**src/rtl/cmos_frame_buf_ctrl_if.sv**
```systemverilog
// cmos_frame_buf_ctrl_if
// Bundles the capture-side inputs, the frame-buffer write port and the
// control/status lines of the capture sequencer.
//   master : the sequencer (drives the write port and status)
//   slave  : the surrounding system (sensor, software, frame-buffer port)

interface cmos_frame_buf_ctrl_if #(
  parameter int ADDR_W = 24
);

  // software control
  logic              cap_start;
  logic              cap_stop;

  // CMOS capture stage
  logic              cmos_frame_vsync;
  logic              cmos_frame_href;
  logic              cmos_frame_clken;
  logic [15:0]       cmos_frame_data;

  // frame-buffer write port
  logic              wr_en;
  logic              wr_ready;
  logic [ADDR_W-1:0] wr_addr;
  logic [15:0]       wr_data;

  // display-side status
  logic              disp_bank;
  logic              disp_valid;
  logic              frame_done;
  logic              frame_err;
  logic              busy;

  modport master (
    input  cap_start, cap_stop,
    input  cmos_frame_vsync, cmos_frame_href, cmos_frame_clken, cmos_frame_data,
    output wr_en, wr_addr, wr_data,
    input  wr_ready,
    output disp_bank, disp_valid, frame_done, frame_err, busy
  );

  modport slave (
    output cap_start, cap_stop,
    output cmos_frame_vsync, cmos_frame_href, cmos_frame_clken, cmos_frame_data,
    input  wr_en, wr_addr, wr_data,
    output wr_ready,
    input  disp_bank, disp_valid, frame_done, frame_err, busy
  );

endinterface

```
**src/rtl/cmos_frame_buf_ctrl.sv**
```systemverilog
// cmos_frame_buf_ctrl
// Capture sequencer between the RGB565 CMOS capture stage and the frame-buffer
// write port. Arms on cap_start, aligns to a vsync rising edge, buffers pixels
// in a small FIFO against write-port back-pressure, writes each frame into one
// of two ping-pong banks and publishes the newest good bank to the display.
//
// Optional feature: define CMOS_SIZE_CHECK_EN to enable per-line pixel and
// per-frame line counting; any geometry mismatch discards the frame. Without
// it, a frame is discarded only on FIFO overflow.

module cmos_frame_buf_ctrl #(
  parameter int IMG_HDISP  = 640,
  parameter int IMG_VDISP  = 480,
  parameter int ADDR_W     = 24,
  parameter int FIFO_DEPTH = 32
) (
  input  logic                  cmos_pclk,
  input  logic                  rst,
  cmos_frame_buf_ctrl_if.master bus
);

  localparam int FRAME_PIX = IMG_HDISP * IMG_VDISP;
  localparam int PTR_W     = $clog2(FIFO_DEPTH);
  localparam int CNT_W     = PTR_W + 1;

  typedef enum logic [1:0] {
    IDLE,
    WAIT_VS,
    CAPTURE,
    FLUSH
  } state_t;

  state_t             r_state;
  state_t             w_state_nxt;

  logic               r_vs_d;
  logic               w_vs_rise;
  logic               w_vs_fall;

  logic [15:0]        r_mem [FIFO_DEPTH];
  logic [PTR_W-1:0]   r_wr_ptr;
  logic [PTR_W-1:0]   r_rd_ptr;
  logic [CNT_W-1:0]   r_count;
  logic               w_empty;
  logic               w_full;
  logic               w_push_req;
  logic               w_push;
  logic               w_drop;
  logic               w_pop;
  logic               w_wr_en;

  logic               r_ovf;
  logic               r_stop_pending;
  logic               r_wbank;
  logic               r_disp_bank;
  logic               r_disp_valid;
  logic               r_frame_done;
  logic               r_frame_err;
  logic [ADDR_W-1:0]  r_wr_addr;

  logic               w_load;
  logic               w_eval;
  logic               w_geo_bad;
  logic               w_good;

  // ---------------------------------------------------------------------------
  // vsync edge detection
  // ---------------------------------------------------------------------------
  assign w_vs_rise = bus.cmos_frame_vsync & ~r_vs_d;
  assign w_vs_fall = ~bus.cmos_frame_vsync & r_vs_d;

  // Register the previous vsync level for edge detection.
  always_ff @(posedge cmos_pclk or posedge rst) begin
    // NOTE: sequential state uses non-blocking assignments so every flop
    // samples pre-edge values regardless of block evaluation order.
    if (rst) r_vs_d <= 1'b0;
    else     r_vs_d <= bus.cmos_frame_vsync;
  end

  // ---------------------------------------------------------------------------
  // sequencer FSM
  // ---------------------------------------------------------------------------

  // State register.
  always_ff @(posedge cmos_pclk or posedge rst) begin
    if (rst) r_state <= IDLE;
    else     r_state <= w_state_nxt;
  end

  // Next-state logic plus frame-start (load) and frame-evaluate strobes.
  always_comb begin
    // NOTE: every output of this block gets a default first, so no path can
    // leave a value unassigned and infer a latch.
    w_state_nxt = r_state;
    w_load      = 1'b0;
    w_eval      = 1'b0;
    unique case (r_state)
      IDLE: begin
        if (bus.cap_start && !bus.cap_stop) w_state_nxt = WAIT_VS;
      end
      WAIT_VS: begin
        if (bus.cap_stop) begin
          w_state_nxt = IDLE;
        end else if (w_vs_rise) begin
          w_state_nxt = CAPTURE;
          w_load      = 1'b1;
        end
      end
      CAPTURE: begin
        if (w_vs_fall) w_state_nxt = FLUSH;
      end
      FLUSH: begin
        // The FIFO output is the only storage between sensor and write
        // port, so an empty FIFO means nothing is still in flight.
        if (w_empty) begin
          w_eval      = 1'b1;
          w_state_nxt = (r_stop_pending || bus.cap_stop) ? IDLE : WAIT_VS;
        end
      end
      default: w_state_nxt = IDLE;
    endcase
  end

  // A stop request arriving mid-frame is deferred until the frame finishes.
  always_ff @(posedge cmos_pclk or posedge rst) begin
    if (rst) begin
      r_stop_pending <= 1'b0;
    end else if (r_state != IDLE && w_state_nxt == IDLE) begin
      r_stop_pending <= 1'b0;
    end else if (bus.cap_stop && (r_state == CAPTURE || r_state == FLUSH)) begin
      r_stop_pending <= 1'b1;
    end
  end

  // ---------------------------------------------------------------------------
  // pixel FIFO
  // ---------------------------------------------------------------------------
  assign w_empty    = (r_count == '0);
  assign w_full     = (r_count == CNT_W'(FIFO_DEPTH));
  assign w_push_req = (r_state == CAPTURE) && bus.cmos_frame_href && bus.cmos_frame_clken;
  assign w_wr_en    = !w_empty && (r_state == CAPTURE || r_state == FLUSH);
  assign w_pop      = w_wr_en && bus.wr_ready;
  // A pop in the same cycle frees the slot, so a push at full still lands.
  assign w_push     = w_push_req && (!w_full || w_pop);
  assign w_drop     = w_push_req && w_full && !w_pop;

  // Pixel storage write port.
  always_ff @(posedge cmos_pclk) begin
    // NOTE: the storage array carries no reset; validity is tracked by the
    // reset pointers and count, which keeps the array a plain RAM.
    if (w_push) r_mem[r_wr_ptr] <= bus.cmos_frame_data;
  end

  // FIFO pointers and occupancy.
  always_ff @(posedge cmos_pclk or posedge rst) begin
    if (rst) begin
      r_wr_ptr <= '0;
      r_rd_ptr <= '0;
      r_count  <= '0;
    end else begin
      if (w_push) r_wr_ptr <= r_wr_ptr + 1'b1;
      if (w_pop)  r_rd_ptr <= r_rd_ptr + 1'b1;
      unique case ({w_push, w_pop})
        2'b10:   r_count <= r_count + 1'b1;
        2'b01:   r_count <= r_count - 1'b1;
        default: r_count <= r_count;
      endcase
    end
  end

  // Sticky overflow flag for the frame being captured.
  always_ff @(posedge cmos_pclk or posedge rst) begin
    if (rst)         r_ovf <= 1'b0;
    else if (w_load) r_ovf <= 1'b0;
    else if (w_drop) r_ovf <= 1'b1;
  end

  // ---------------------------------------------------------------------------
  // frame geometry check
  // ---------------------------------------------------------------------------
`ifdef CMOS_SIZE_CHECK_EN
  localparam int PIX_W  = $clog2(IMG_HDISP + 2);
  localparam int LINE_W = $clog2(IMG_VDISP + 2);

  logic              r_href_d;
  logic [PIX_W-1:0]  r_pix_cnt;
  logic [LINE_W-1:0] r_line_cnt;
  logic              r_geo_err;
  logic              w_href_fall;

  assign w_href_fall = r_href_d && !bus.cmos_frame_href;

  // Count pixels per line and lines per frame; both saturate one past the
  // nominal size so an overlong line or frame can never wrap back to "good".
  always_ff @(posedge cmos_pclk or posedge rst) begin
    if (rst) begin
      r_href_d   <= 1'b0;
      r_pix_cnt  <= '0;
      r_line_cnt <= '0;
      r_geo_err  <= 1'b0;
    end else begin
      r_href_d <= bus.cmos_frame_href;
      if (w_load) begin
        r_pix_cnt  <= '0;
        r_line_cnt <= '0;
        r_geo_err  <= 1'b0;
      end else if (r_state == CAPTURE) begin
        if (w_push_req && r_pix_cnt <= PIX_W'(IMG_HDISP)) begin
          r_pix_cnt <= r_pix_cnt + 1'b1;
        end
        if (w_href_fall) begin
          if (r_pix_cnt != PIX_W'(IMG_HDISP)) r_geo_err <= 1'b1;
          r_pix_cnt <= '0;
          if (r_line_cnt <= LINE_W'(IMG_VDISP)) r_line_cnt <= r_line_cnt + 1'b1;
        end
      end
    end
  end

  assign w_geo_bad = r_geo_err || (r_line_cnt != LINE_W'(IMG_VDISP));
`else
  assign w_geo_bad = 1'b0;
`endif

  assign w_good = !r_ovf && !w_geo_bad;

  // ---------------------------------------------------------------------------
  // write address and frame commit
  // ---------------------------------------------------------------------------

  // Reload the bank base at frame start; advance once per accepted write.
  always_ff @(posedge cmos_pclk or posedge rst) begin
    if (rst)         r_wr_addr <= '0;
    else if (w_load) r_wr_addr <= r_wbank ? ADDR_W'(FRAME_PIX) : '0;
    else if (w_pop)  r_wr_addr <= r_wr_addr + 1'b1;
  end

  // Commit or discard the finished frame; pulses coincide with FLUSH exit.
  always_ff @(posedge cmos_pclk or posedge rst) begin
    if (rst) begin
      r_wbank      <= 1'b0;
      r_disp_bank  <= 1'b0;
      r_disp_valid <= 1'b0;
      r_frame_done <= 1'b0;
      r_frame_err  <= 1'b0;
    end else begin
      r_frame_done <= 1'b0;
      r_frame_err  <= 1'b0;
      if (w_eval) begin
        if (w_good) begin
          r_disp_bank  <= r_wbank;
          r_disp_valid <= 1'b1;
          r_wbank      <= ~r_wbank;
          r_frame_done <= 1'b1;
        end else begin
          r_frame_err  <= 1'b1;
        end
      end
    end
  end

  // ---------------------------------------------------------------------------
  // outputs
  // ---------------------------------------------------------------------------
  assign bus.wr_en      = w_wr_en;
  assign bus.wr_addr    = r_wr_addr;
  // The head slot cannot change while the write is stalled, so the data
  // stays stable until accepted; idle reads as zero.
  assign bus.wr_data    = w_wr_en ? r_mem[r_rd_ptr] : 16'h0000;
  assign bus.disp_bank  = r_disp_bank;
  assign bus.disp_valid = r_disp_valid;
  assign bus.frame_done = r_frame_done;
  assign bus.frame_err  = r_frame_err;
  assign bus.busy       = (r_state != IDLE);

endmodule

```
**src/flat_wrapper.sv**
```systemverilog
// flat-port wrapper written by rule: the top's interface ports become plain ports
module cmos_frame_buf_ctrl_flat 
#(
  parameter int IMG_HDISP  = 640,
  parameter int IMG_VDISP  = 480,
  parameter int ADDR_W     = 24,
  parameter int FIFO_DEPTH = 32
)
  (cmos_pclk, rst, bus_cap_start, bus_cap_stop, bus_cmos_frame_vsync, bus_cmos_frame_href, bus_cmos_frame_clken, bus_cmos_frame_data, bus_wr_en, bus_wr_addr, bus_wr_data, bus_wr_ready, bus_disp_bank, bus_disp_valid, bus_frame_done, bus_frame_err, bus_busy);
  cmos_frame_buf_ctrl_if #(.ADDR_W(ADDR_W)) bus_i ();
  input  logic cmos_pclk;
  input  logic rst;
  input wire logic [$bits(bus_i.cap_start)-1:0] bus_cap_start;
  input wire logic [$bits(bus_i.cap_stop)-1:0] bus_cap_stop;
  input wire logic [$bits(bus_i.cmos_frame_vsync)-1:0] bus_cmos_frame_vsync;
  input wire logic [$bits(bus_i.cmos_frame_href)-1:0] bus_cmos_frame_href;
  input wire logic [$bits(bus_i.cmos_frame_clken)-1:0] bus_cmos_frame_clken;
  input wire logic [$bits(bus_i.cmos_frame_data)-1:0] bus_cmos_frame_data;
  output wire logic [$bits(bus_i.wr_en)-1:0] bus_wr_en;
  output wire logic [$bits(bus_i.wr_addr)-1:0] bus_wr_addr;
  output wire logic [$bits(bus_i.wr_data)-1:0] bus_wr_data;
  input wire logic [$bits(bus_i.wr_ready)-1:0] bus_wr_ready;
  output wire logic [$bits(bus_i.disp_bank)-1:0] bus_disp_bank;
  output wire logic [$bits(bus_i.disp_valid)-1:0] bus_disp_valid;
  output wire logic [$bits(bus_i.frame_done)-1:0] bus_frame_done;
  output wire logic [$bits(bus_i.frame_err)-1:0] bus_frame_err;
  output wire logic [$bits(bus_i.busy)-1:0] bus_busy;
  assign bus_i.cap_start = bus_cap_start;
  assign bus_i.cap_stop = bus_cap_stop;
  assign bus_i.cmos_frame_vsync = bus_cmos_frame_vsync;
  assign bus_i.cmos_frame_href = bus_cmos_frame_href;
  assign bus_i.cmos_frame_clken = bus_cmos_frame_clken;
  assign bus_i.cmos_frame_data = bus_cmos_frame_data;
  assign bus_wr_en = bus_i.wr_en;
  assign bus_wr_addr = bus_i.wr_addr;
  assign bus_wr_data = bus_i.wr_data;
  assign bus_i.wr_ready = bus_wr_ready;
  assign bus_disp_bank = bus_i.disp_bank;
  assign bus_disp_valid = bus_i.disp_valid;
  assign bus_frame_done = bus_i.frame_done;
  assign bus_frame_err = bus_i.frame_err;
  assign bus_busy = bus_i.busy;
  cmos_frame_buf_ctrl #(.IMG_HDISP(IMG_HDISP), .IMG_VDISP(IMG_VDISP), .ADDR_W(ADDR_W), .FIFO_DEPTH(FIFO_DEPTH)) u_core (.cmos_pclk(cmos_pclk), .rst(rst), .bus(bus_i));
endmodule
```
**config.mk**
```make
export PLATFORM = sky130hd
export DESIGN_NAME = cmos_frame_buf_ctrl_flat
export DESIGN_NICKNAME = d
export VERILOG_FILES = /design/src/rtl/cmos_frame_buf_ctrl_if.sv /design/src/rtl/cmos_frame_buf_ctrl.sv /design/src/flat_wrapper.sv
export SDC_FILE = /design/constraint.sdc
export NUM_CORES = 1
export LEC_CHECK = 0
export BUFFER_PORTS_ARGS = -buffer_cell sky130_fd_sc_hd__buf_2
export CORE_MARGIN = 4
export CORE_UTILIZATION = 50
export CTS_CLUSTER_SIZE = 25
export DETAILED_ROUTE_END_ITERATION = 6
export PLACE_DENSITY = 0.66
export SLEW_MARGIN = 20
export SYNTH_ARGS = -nofsm -noshare
export SYNTH_HDL_FRONTEND = slang
export SYNTH_SLANG_ARGS = --single-unit
```
**constraint.sdc**
```tcl
create_clock -name cmos_pclk -period 3.3 [get_ports cmos_pclk]
set_clock_uncertainty 0.2 [all_clocks]
set_input_delay 0.33 -clock cmos_pclk [delete_from_list [all_inputs] [get_ports cmos_pclk]]
set_output_delay 0.33 -clock cmos_pclk [all_outputs]
set_load 0.01 [all_outputs]
```
==> impl_metrics.json, run 1 <==
{
  "status": "finished, violations left",
  "failed_checks": "negative setup slack",
  "numPortBuffers": 69,
  "p_int_uw": 15000,
  "area_delta_synth_final_pct": 19.9,
  "drt-vias-per-instance": 5.91,
  "drcViolationCount": 0,
  "yosys.cell_types.count": 52,
  "p_clk_share_pct": 29.0,
  "ys_top_cells_by_count": "edfxtp_1, mux4_2, nor2_1",
  "finalHoldViolCount": 0,
  "fin_nets": 1428,
  "min_period_over_period_pct": 102,
  "netlist_instances": 1220,
  "grt_pass1_vias": 12000,
  "synth_warnings": 0,
  "drive_gt1_share_pct": 34.2,
  "critical_path_required_ps": 2770,
  "clock-sinks": 562,
  "async_flop_share_pct": 8.90,
  "peakVddDrop_v": 0.000529,
  "worstHoldPathType": "input port to flip-flop",
  "clockBufferDepth": 3,
  "cts_htree_levels": 2,
  "slew-limit-headroom_pct": 44.2,
  "antenna_found_initial": 0,
  "rsz0062_at_grt": "true",
  "synth_nets": 1251,
  "post-synth-top-area-fraction_pct": 68.9,
  "synth_seq_cells": 562,
  "synth_edf_count": 512,
  "arrival_ps": 2840,
  "seq_power_share_pct": 38.6,
  "num_antenna_cells": 0,
  "total_power_uw": 21800,
  "path_clk_slew_ps": 60,
  "clock_latency_ps": 620,
  "cap_viol_max_count": 0,
  "switching_power_uw": 6790,
  "synth.most_common_cell": "edfxtp_1",
  "grt_use_total_pct": 22.5,
  "crit_path_start_kind": "flip-flop",
  "worstReg2RegStart": "u_core.r_state[1]",
  "die_h_um": 219,
  "netlist_area_um2": 22300,
  "dp_hpwl_mm": 31.9,
  "cts_made_buffers": 56,
  "holdCritStartpoint": "bus_cmos_frame_href",
  "wl_per_cell_um": 26.3,
  "yosys-top-cells-area": "edfxtp_1, mux4_2, dfrtp_1, mux2i_1, mux2_2",
  "crit_fanout": 10,
  "rows": 77,
  "first_pass_iters": 5,
  "power.share.combinational_pct": 32.4,
  "synth_area_per_cell_um2": 18.3,
  "netSwitchingFraction_pct": 31.1,
  "grt_pass1_wl_mm": 78.7,
  "fmax_ghz": 0.296,
  "period_needed_ps": 3370,
  "design.die.area_um2": 48100,
  "fp.dieW_um": 219,
  "place_ws_ps": 215,
  "worstSetupPathType": "flip-flop to output port",
  "worst_slew_pin_slew_ps": 837,
  "core_um2": 44100,
  "setup_ws_ps": -74.4,
  "io_pins": 70,
  "grt_overflow": 0,
  "drtIter0Drc": 1422,
  "power_density_nw_per_um2": 815,
  "grt_max_degree": 36,
  "startpoint": "u_core.r_rd_ptr[1]",
  "root_buffer": "clkbuf_16",
  "tritoncts": "done",
  "yosys.area.top_type": "edfxtp_1",
  "worst_setup_path_end_kind": "output port",
  "vias": 12000,
  "gp_congestion": 0.893,
  "synthFlopType": "edfxtp_1",
  "wl_mm": 53.5,
  "power_leakage_uw": 0.00894,
  "yosysSeqAreaShare_pct": 74.5,
  "start_util_pct": 50.6,
  "final_max_slew_viol_count": 0,
  "setup_viol": 3,
  "route.antenna.remaining_nets": 0
}
[registers in the layout, indices dropped and copies added, names as in the netlist]
register and cells:
u_core.bus.frame_err 1, u_core.r_rd_ptr 5, u_core.r_state 2, u_core.bus.disp_bank 1, u_core.r_vs_d 1, u_core.r_wr_ptr 5, u_core.bus.frame_done 1, u_core.r_mem 512
u_core.r_wbank 1, u_core.r_ovf 1, u_core.bus.disp_valid 1, u_core.r_count 6, u_core.r_stop_pending 1, u_core.bus.wr_addr 24
[per-stage QoR]
stage	instance area, um^2	cells	hold WS, ps	TNS [ps]	utilization, %
6_report	26700	2037	64.2	-124	60.6
5_1_grt	26700	2037	50.9	-808	60.6
4_1_cts	26500	2033	18.5	-433	60.0
3_5_place_dp	23900	1904	151	0	54.1
3_3_place_gp	23900	1904	152	0	54.1
2_1_floorplan	22300	1220	161	0	-
[layout make-up]
| cell class | count | area [um^2] |
|---|---|---|
| timing repair buffer | 187 | 1550 |
| inverter | 11 | 41.3 |
| sequential | 562 | 16600 |
| fill | 3225 | 17400 |
| clock buffer | 72 | 1480 |
| multi-input combinational | 579 | 5930 |
| tap | 592 | 741 |
| clock inverter | 34 | 364 |
[repair_timing]
item | CTS | global route
buffers inserted | 15 | 4
gates cloned | 3 | 1
endpoints found under the hold margin | 25 | 0
pin swaps | 15 | 19
setup endpoints to repair | 16 | 34
hold buffers | 5 | 0
resized for setup | 86 | 46
[layout by cell type, fill, tap and decap left out, types with 5 or more instances in the layout]
| cell type | instances |
|---|---|
| nor2_2 | 14 |
| xnor2_1 | 29 |
| mux2_2 | 50 |
| mux2i_1 | 54 |
| a211oi_2 | 12 |
| buf_2 | 69 |
| o221ai_2 | 6 |
| clkinv_2 | 11 |
| edfxtp_1 | 512 |
| a211oi_1 | 15 |
| nor2b_1 | 5 |
| buf_12 | 12 |
| a22oi_1 | 6 |
| nor3_1 | 13 |
| a22oi_2 | 8 |
| o221ai_1 | 6 |
| buf_6 | 10 |
| clkbuf_16 | 58 |
| clkbuf_1 | 15 |
| nand3_1 | 12 |
| a21oi_1 | 19 |
| buf_4 | 84 |
| nor2_1 | 64 |
| nor4_1 | 10 |
| nand2_1 | 33 |
| bufinv_16 | 7 |
| o22ai_2 | 5 |
| nand4_1 | 7 |
| mux2i_4 | 9 |
| nor3_2 | 15 |
| inv_1 | 10 |
| ha_1 | 7 |
| dfrtp_1 | 47 |
| mux4_2 | 80 |
| dlygate4sd3_1 | 5 |
| o21ai_0 | 20 |
| clkinv_1 | 12 |
| o22ai_1 | 13 |
[critical path, cell delays in order, from the launching register on]
cell and delay (ps):
dfrtp_4 570, buf_6 220, mux2_2 390, o22ai_1 370, a211oi_2 100, nor3_2 190, buf_4 180, a211oi_2 40
buf_2 160
[final timing paths]
| kind | cells past startpoint | slack, ps | to |
|---|---|---|---|
| max | 8 | -70 | bus_wr_data[10] |
| min | 4 | 60 | u_core.r_ovf |
| max reg2reg | 5 | 450 | u_core.r_mem[23][9] |
| min reg2reg | 1 | 280 | u_core.bus.disp_valid |
| max in group asynchronous | 4 | 1990 | u_core.bus.wr_addr[12] |
| min in group asynchronous | 3 | 70 | u_core.r_stop_pending |
[routing by layer]
layer	share of wire, %	global-route usage, %	vias up
li1	-	-	5265
met1	41	31.3	6211
met2	49	36.0	475
met3	6.9	4.65	89
met4	3.1	7.42	0
met5	0	0	-
[power groups by stage]
stage / clock network [uW] / registers, uW / logic (uW)
floorplan: 0 / 8310 / 3620
global placement: 0 / 8650 / 5470
detailed placement: 0 / 8670 / 5500
CTS: 6450 / 8410 / 6660
global route: 6780 / 8440 / 7420
finish: 6330 / 8410 / 7060
[cell families (layout without fill, tap and decap cells)]
| group | Yosys count | after routing | share of synthesized area [%] |
|---|---|---|---|
| DFF | 562 | 562 | 74.5 |
| and+or+nand+nor | 206 | 206 | 4.51 |
| muxes | 194 | 194 | 13.5 |
| AOI/OAI and AO/OA | 139 | 139 | 4.31 |
| buffers and inverters | 79 | 304 | 1.51 |
| xor gates and xnor gates | 33 | 33 | 1.30 |
| adders and majority gates | 7 | 7 | 0.392 |
Note: power is estimated with default switching activity, not from simulation.
==> run 2: changes to the inputs <==
- CORE_ASPECT_RATIO: default -> 1.2
- TNS_END_PERCENT: default -> 5
==> impl_metrics.json, run 2 (synthesized netlist as in run 1, its figures left out) <==
{
  "path_clk_slew_ps": 60,
  "setup_ws_ps": -5.47,
  "crit_path_start_kind": "flip-flop",
  "dpl.cell_count": 1876,
  "rsz0062_at_grt": "true",
  "first_pass_iters": 5,
  "drtIter0Drc": 1124,
  "setup_tns_ps": -5.47,
  "switching_power_uw": 6300,
  "design.die.area_um2": 48100,
  "cp_num_buf_inv": 4,
  "drt-vias-per-instance": 5.90,
  "fmax_ghz": 0.303,
  "tritoncts": "done",
  "cap_viol_max_count": 0,
  "seq_power_share_pct": 39.9,
  "crit_path_frequent_cell": "buf_4",
  "drcViolationCount": 0,
  "grt_use_total_pct": 20.6,
  "path_cells": "buf_6 > buf_4 > buf_4 > mux4_2 > a2111oi_0 > nor3_1 > buf_2",
  "grt_pass1_vias": 12000,
  "period_needed_ps": 3310,
  "critical_path_required_ps": 2770,
  "peakVddDrop_v": 0.000465,
  "root_buffer": "clkbuf_16",
  "worst_slew_pin_slew_ps": 834,
  "worst_setup_path_end_kind": "output port",
  "setup_viol": 1,
  "netSwitchingFraction_pct": 30.0,
  "p_int_uw": 14700,
  "cpPeakStageDelay_ps": 550,
  "clock_latency_ps": 580,
  "crit_family": "buffers and inverters",
  "status": "finished, violations left",
  "finalHoldViolCount": 0,
  "route.antenna.remaining_nets": 0,
  "slew-limit-headroom_pct": 44.1,
  "fp.dieW_um": 201,
  "drive_gt1_share_pct": 32.3,
  "crit_fanout": 7,
  "grt_overflow": 0,
  "arrival_ps": 2780,
  "regMostFlops": "u_core.r_mem",
  "final_cell_mix": "edfxtp_1, mux4_2, nor2_1, buf_2, buf_4",
  "numPortBuffers": 69,
  "fin_cells": 1991,
  "mostFrequentLayoutCell": "edfxtp_1",
  "num_antenna_cells": 0,
  "worstHoldPathType": "input port to flip-flop",
  "power_leakage_uw": 0.00889,
  "io_pins": 70,
  "cts_htree_levels": 2,
  "clock-sinks": 562,
  "die_h_um": 239,
  "failed_checks": "negative setup slack",
  "power.share.combinational_pct": 29.6,
  "start_util_pct": 50.8,
  "final_max_slew_viol_count": 0,
  "largest_reg_flops": 512,
  "rows": 84,
  "area_delta_synth_final_pct": 18.6,
  "p_clk_share_pct": 30.4,
  "post-route-cell-area_um2": 26500,
  "wl_per_cell_um": 25.2,
  "antenna_found_initial": 1,
  "whs_ps": 32.5,
  "power_density_nw_per_um2": 792,
  "cpMaxStageDelayCell": "dfrtp_4",
  "min_period_over_period_pct": 100,
  "place_area_um2": 24100,
  "fin_nets": 1419,
  "dp_hpwl_mm": 30.0,
  "wl_mm": 50.1,
  "grt_pass1_wl_mm": 74.8,
  "clockBufferDepth": 3,
  "vias": 11800,
  "core_um2": 43900,
  "worstSetupPathType": "flip-flop to output port",
  "cts_made_buffers": 54,
  "grt_max_degree": 42,
  "fin_util_pct": 60.3,
  "gp_congestion": 0.879
}
==> run 2: cell count changes in the layout (fill, tap and decap cells not counted), moves of 7 or more <==
cell / previous run / this run
buf_12: 12 / 31
buf_4: 84 / 69
clkbuf_1: 15 / 2
mux2i_4: 9 / 0
nor2_1: 64 / 73
nor2_2: 14 / 5
nor3_1: 13 / 22
nor3_2: 15 / 6
o22ai_1: 13 / 20
==> run 2: final timing paths <==
| check | from | slack (ps) | cells after the start | to |
|---|---|---|---|---|
| worst max-delay path | u_core.r_rd_ptr[0] | -5 | 7 | bus_wr_data[14] |
| worst min-delay path | bus_cap_start | 30 | 4 | u_core.r_state[0] |
| worst max register to register | u_core.r_count[0] | 600 | 8 | u_core.r_count[4] |
| worst min register to register | u_core.bus.disp_valid | 280 | 1 | u_core.bus.disp_valid |
| max in group asynchronous | rst | 1920 | 4 | u_core.bus.disp_bank |
| min in group asynchronous | rst | 240 | 3 | u_core.bus.wr_addr[8] |
==> run 2: final cells by class <==
type	count	area, um^2
clock inverters	42	472
clock buffers	58	1390
multi-input cells	579	5600
repair buffers	180	1630
flip-flops and latches	562	16600
well taps	559	699
fillers	3172	17500
inverters	11	41.3
==> run 2: repair_timing <==
| action | CTS | global route |
|---|---|---|
| pin swaps | 4 | 6 |
| setup buffers | 8 | 2 |
| hold buffers | 3 | 0 |
| gates cloned | 1 | 1 |
| hold endpoints to repair | 40 | 0 |
| endpoints found under the setup margin | 16 | 16 |
| resized for setup | 41 | 27 |
==> run 2: worst register-to-register path, stage by stage (launching register included) <==
cell     delay [ps]
dfrtp_1         460
or4_4           590
nor3_4          190
nor2_1          140
xor2_1          160
ha_1            220
nor4_1          330
a22oi_1         150
xnor2_1         140
==> run 2: power groups by stage <==
| stage | Clock, uW | Sequential, uW | Combinational [uW] |
|---|---|---|---|
| floorplan | 0 | 8310 | 3620 |
| global placement | 0 | 8540 | 5540 |
| detailed placement | 0 | 8560 | 5590 |
| CTS | 6480 | 8360 | 6010 |
| global route | 6790 | 8400 | 6610 |
| finish | 6380 | 8380 | 6220 |
==> run 2: stage by stage <==
stage | setup slack (ps) | total power (uW)
finish | -5.47 | 21000
global route | -77.5 | 21800
CTS | -40.5 | 20900
detailed placement | 208 | 14100
global placement | 211 | 14100
floorplan | 487 | 11900
==> run 2: per-layer routing <==
layer | vias up | GRT usage, % | share of wire (%)
met5 | - | 0 | 0.026
met4 | 2 | 6.43 | 2.7
met3 | 62 | 2.69 | 4.8
met2 | 353 | 35.5 | 52
met1 | 6104 | 27.9 | 41
li1 | 5235 | - | -
